--- src/rtl/tff_counter.sv ---
// Falling-edge counter built from T-type cells: toggle-mask, up, down and load modes.
// Optional macro TFF_COUNTER_SAT_EN makes the up/down boundaries saturate instead of wrap.
module tff_counter #(
    parameter int unsigned      WIDTH   = 8,
    parameter logic [WIDTH-1:0] MAX_VAL = {WIDTH{1'b1}}
) (
    input  logic             clk,
    input  logic             rst,
    input  logic             en,
    input  logic [1:0]       mode,
    input  logic [WIDTH-1:0] t,
    input  logic [WIDTH-1:0] d,
    output logic [WIDTH-1:0] q,
    output logic             tc
);

    localparam logic [1:0] MODE_TOGGLE = 2'b00;
    localparam logic [1:0] MODE_UP     = 2'b01;
    localparam logic [1:0] MODE_DOWN   = 2'b10;
    localparam logic [1:0] MODE_LOAD   = 2'b11;

`ifdef TFF_COUNTER_SAT_EN
    localparam logic [WIDTH-1:0] UP_BOUND_TGT = MAX_VAL;
    localparam logic [WIDTH-1:0] DN_BOUND_TGT = '0;
`else
    localparam logic [WIDTH-1:0] UP_BOUND_TGT = '0;
    localparam logic [WIDTH-1:0] DN_BOUND_TGT = MAX_VAL;
`endif

    logic [WIDTH-1:0] q_r;
    logic             tc_r;
    logic [WIDTH-1:0] tv_s;
    logic [WIDTH-1:0] masked_s;
    logic             tc_next_s;

    // Bit i toggles when every lower bit is 1 (ripple-carry of a T-cell up counter).
    function automatic logic [WIDTH-1:0] up_tv_f(input logic [WIDTH-1:0] v);
        logic [WIDTH-1:0] tv;
        logic             run;
        run = 1'b1;
        for (int i = 0; i < int'(WIDTH); i++) begin
            tv[i] = run;
            run   = run & v[i];
        end
        return tv;
    endfunction

    // Bit i toggles when every lower bit is 0 (borrow chain of a T-cell down counter).
    function automatic logic [WIDTH-1:0] down_tv_f(input logic [WIDTH-1:0] v);
        logic [WIDTH-1:0] tv;
        logic             run;
        run = 1'b1;
        for (int i = 0; i < int'(WIDTH); i++) begin
            tv[i] = run;
            run   = run & ~v[i];
        end
        return tv;
    endfunction

    // Toggle vector that moves q to an arbitrary target, clamped to MAX_VAL.
    function automatic logic [WIDTH-1:0] goto_tv_f(input logic [WIDTH-1:0] cur,
                                                   input logic [WIDTH-1:0] tgt);
        logic [WIDTH-1:0] lim;
        if (tgt > MAX_VAL) begin
            lim = MAX_VAL;
        end else begin
            lim = tgt;
        end
        return cur ^ lim;
    endfunction

    // Next-state toggle vector and terminal-count decode.
    always_comb begin
        tv_s      = '0;
        tc_next_s = 1'b0;
        masked_s  = q_r ^ t;
        if (en) begin
            case (mode)
                MODE_TOGGLE: begin
                    if (masked_s > MAX_VAL) begin
                        tv_s = q_r ^ MAX_VAL;
                    end else begin
                        tv_s = t;
                    end
                end
                MODE_UP: begin
                    if (q_r == MAX_VAL) begin
                        tv_s      = q_r ^ UP_BOUND_TGT;
                        tc_next_s = 1'b1;
                    end else begin
                        tv_s = up_tv_f(q_r);
                    end
                end
                MODE_DOWN: begin
                    if (q_r == '0) begin
                        tv_s      = q_r ^ DN_BOUND_TGT;
                        tc_next_s = 1'b1;
                    end else begin
                        tv_s = down_tv_f(q_r);
                    end
                end
                MODE_LOAD: begin
                    tv_s = goto_tv_f(q_r, d);
                end
                default: begin
                    tv_s = '0;
                end
            endcase
        end else begin
            tv_s      = '0;
            tc_next_s = 1'b0;
        end
    end

    // T-cell state and terminal-count register, updated on the falling edge.
    always_ff @(negedge clk) begin
        if (rst) begin
            q_r  <= '0;
            tc_r <= 1'b0;
        end else begin
            q_r  <= q_r ^ tv_s;
            tc_r <= tc_next_s;
        end
    end

    assign q  = q_r;
    assign tc = tc_r;

endmodule

--- config.mk ---
export PLATFORM = sky130hd
export DESIGN_NAME = tff_counter
export DESIGN_NICKNAME = d
export VERILOG_FILES = /design/src/rtl/tff_counter.sv
export SDC_FILE = /design/constraint.sdc
export NUM_CORES = 1
export LEC_CHECK = 0
export ABC_AREA = 1
export CAP_MARGIN = 25
export CORE_ASPECT_RATIO = 0.75
export CORE_MARGIN = 2
export CORE_UTILIZATION = 45
export CTS_CLUSTER_DIAMETER = 30
export DETAILED_ROUTE_END_ITERATION = 8
export DONT_BUFFER_PORTS = 1
export GPL_TIMING_DRIVEN = 0
export HOLD_SLACK_MARGIN = 0.03
export SETUP_SLACK_MARGIN = 0.4
export SYNTH_ARGS = -nofsm -noshare
export SYNTH_HDL_FRONTEND = slang
export SYNTH_SLANG_ARGS = --single-unit
--- constraint.sdc ---
create_clock -name clk -period 2.7 [get_ports clk]
set_clock_uncertainty 0.2 [all_clocks]
set_input_delay 0.27 -clock clk [delete_from_list [all_inputs] [get_ports clk]]
set_output_delay 0.27 -clock clk [all_outputs]
set_load 0.005 [all_outputs]
# Word level (Yosys, flattened, before mapping)
# Cells that the tools add are included.
# W data, S select, Z words.
# totals
regBits	9
latch_bits	0
mem_bits_rw	0
mem_bits_ro	0
inputBits	21
output_inout_bits	9
elab_cells	46
mem_count	0
# classes
addsub	0
multipliers	0
n_div	0
order_cmp	2
eq_ne	4
shift	0
n_mux	11
n_bitwise	24
reduce_logical	3
# ops
cell	n
$mux W8	7
$pmux W8 S4	1
$xor A8 B8 Y8	3
$gt A8 B8 Y1 const B	2
$and A1 B1 Y1	12
$eq A8 B8 Y1 const B	1
$logic_not A8 Y1	1
$not A1 Y1	8
$not A8 Y8	1
$eq A2 B2 Y1 const B	2
$eq A2 B1 Y1 const B	1
$logic_not A2 Y1	1
$mux W1	2
$pmux W1 S2	1
$reduce_or A2 Y1	1

# Logic depth before layout (Yosys ltp)
# logic_depth
depth_word	11
depth_mapped	10
depth_no_buf	9

==> impl_metrics.ini <==
[grt]
grt_pass1_wl_mm = 3.92
grt_max_degree = 10
grt_pass1_vias = 932
grtUsageMet2_pct = 31.9
use_met1_pct = 26.5
antenna_found_initial = 0
use_met3_pct = 8.95
grt_overflow = 0
globalRouteTotalUtil_pct = 20.9
busiest_layer = met2

[yosys]
ys.flop_type = dfxtp_1
netlist_instances = 153
synth_common_cells = 36 x nor2_1, 29 x nand2_1, 21 x nand3_1
synth_edf_count = 0
async_flop_share_pct = 0
synth.distinct_cells = 24
synth.area.top_cells = dfxtp_1 20%, nor2_1 15%, nand2_1 12%
ys_ff_latch = 9
synth_top_cell_area_share_pct = 20.3
synth_fp_nets = 178
yosysMostFrequentCell = nor2_1
yosysSeqAreaShare_pct = 20.3
yosysWarnings = 0
synth_area_sq_um = 886
synth_top_area_cell = dfxtp_1
synth.avg_cell_area_sq_um = 5.79

[power]
ir_drop_v = 0.000260
power_density_mw_per_mm2 = 391
leakage_nw = 0.529

[setup_path]
cp_data_arrival_time_ns = 2.08
required_ns = 2.23
path_max_fanout = 8
crit_end = q[1]
startpoint = q[1]
r2r_start = q[0]
cp-end-kind = primary output
start_kind = flip-flop
r2r-end = q[7]
criticalPathCategory = reg2out
ff2ff_path_depth = 9
rrSetupSlack_ns = 1.15
path_depth = 0

[finish]
fin_area_sq_mm = 0.00123
syn_to_final_growth_pct = 38.6
n_antenna_cell = 0
fin_nets = 195
drive_gt1_share_pct = 34.9

[clock_tree]
cts_tree = built
hold_buffers = 0
clk-insertion-delay-late_ns = 0.33
cts_root_buf = clkbuf_4
clock_sinks = 9
clockBufferDepth = 2
htreeDepth = 1
clk_pin_slew_ns = 0.03
cts_made_buffers = 3

[die]
initial_core_util_pct = 49.5
die_height_um = 42.4
core_area_sq_mm = 0.00179
dieArea_sq_mm = 0.00234
ioPinCount = 30
rows = 13
die_x_um = 55.2

[timing]
drv_slew = 0
max_slew.worst_pin.slew_ns = 0.305
setup_slack_ns = 0.153
rsz0062_at_grt = yes
finalSetupViolCount = 0
tns_ns = 0
relSlewSlack_pct = 79.5
hold_viol = 0

[routing]
routed_wl_mm = 2.42
viasPerCell = 5.43
postRouteAntennaNets = 0
drt-pass1-iter-count = 4
vias = 1038
drt_iter0_markers = 34
drc = 0
wire_per_inst_um = 12.7

[place]
pre_cts_ws_ns = -0.0963
place_congestion = 0.844
portBuffers = 0
placed_cell_area_sq_mm = 0.00103
hpwl_mm = 1.64

[job]
cap_violations = 0

[hold_path]
min_path_type = reg2reg

[run_status]
status = finished clean
## per-stage QoR
stage               util, %  total power [mW]  instances  hold slack, ns
finish                 68.6             0.480        191           0.330
CTS                    64.8             0.472        190           0.320
global placement       57.8             0.317        175           0.375
floorplan                 -             0.297        153           0.341
detailed placement     57.8             0.321        175           0.381
global route           68.6             0.520        191           0.356
## registers in the layout, summed over array words and instances (netlist names)
| signal | flops |
|---|---|
| q | 8 |
| tc | 1 |
## layout by cell type, fill, tap and decap left out, types with 2 or more instances in the layout
master     n
buf_2      2
buf_6      5
nand3_2    8
dfxtp_4    5
nand2_2    2
nand2_1   26
or2_0      2
buf_4      2
nor2_4     3
inv_1     19
ha_4       4
a21oi_1    5
nor2_1    29
nor3_1     2
nand2_4    2
nand4_1    5
nor2_2     7
nand3_1   16
dfxtp_2    4
clkbuf_4   3
a21oi_2    4
## metal layers
layer / part of all wire (%) / vias to the layer above
met5: 0 / -
met4: 1.0 / 0
met3: 10 / 7
met2: 46 / 53
met1: 43 / 453
li1: - / 525
## power breakdown
group	internal [mW]	switching (mW)
clock	0.0709	0.0873
sequential	0.147	0.0196
combinational	0.0665	0.0892
## kinds of logic (layout without fill, tap and decap cells)
| group | after synthesis | after routing | share of synthesized area, % |
|---|---|---|---|
| compound gates | 12 | 12 | 7.91 |
| buf+inv | 22 | 38 | 10.2 |
| fa+ha+maj | 4 | 4 | 5.65 |
| simple gates | 106 | 106 | 55.9 |
| flops | 9 | 9 | 20.3 |
## layout make-up
cell class	instances	area, sq um
clock buffers	3	22.5
multi-input cells	122	741
flip-flops and latches	9	204
repair buffers	4	37.5
clock inverters	10	37.5
inverters	14	83.8
fillers	162	562
plain buffers	7	73.8
well taps	22	27.5
## worst min-delay path by stage
stage,slack (ns),endpoint,start,cells after the start
finish,0.33,q[5],q[5],2
floorplan,0.34,q[6],q[6],2
global placement,0.37,q[6],q[6],2
detailed placement,0.38,q[7],q[7],2
global route,0.36,q[5],q[5],2
CTS,0.32,q[7],q[7],2
## timing repair
| item | CTS | global route |
|---|---|---|
| endpoints found under the setup margin | 17 | 17 |
| cloned | 1 | 0 |
| buffers inserted | 2 | 1 |
| pin swaps | 16 | 14 |
| gates resized for setup | 21 | 16 |
Note: power is estimated with default switching activity, not from simulation.
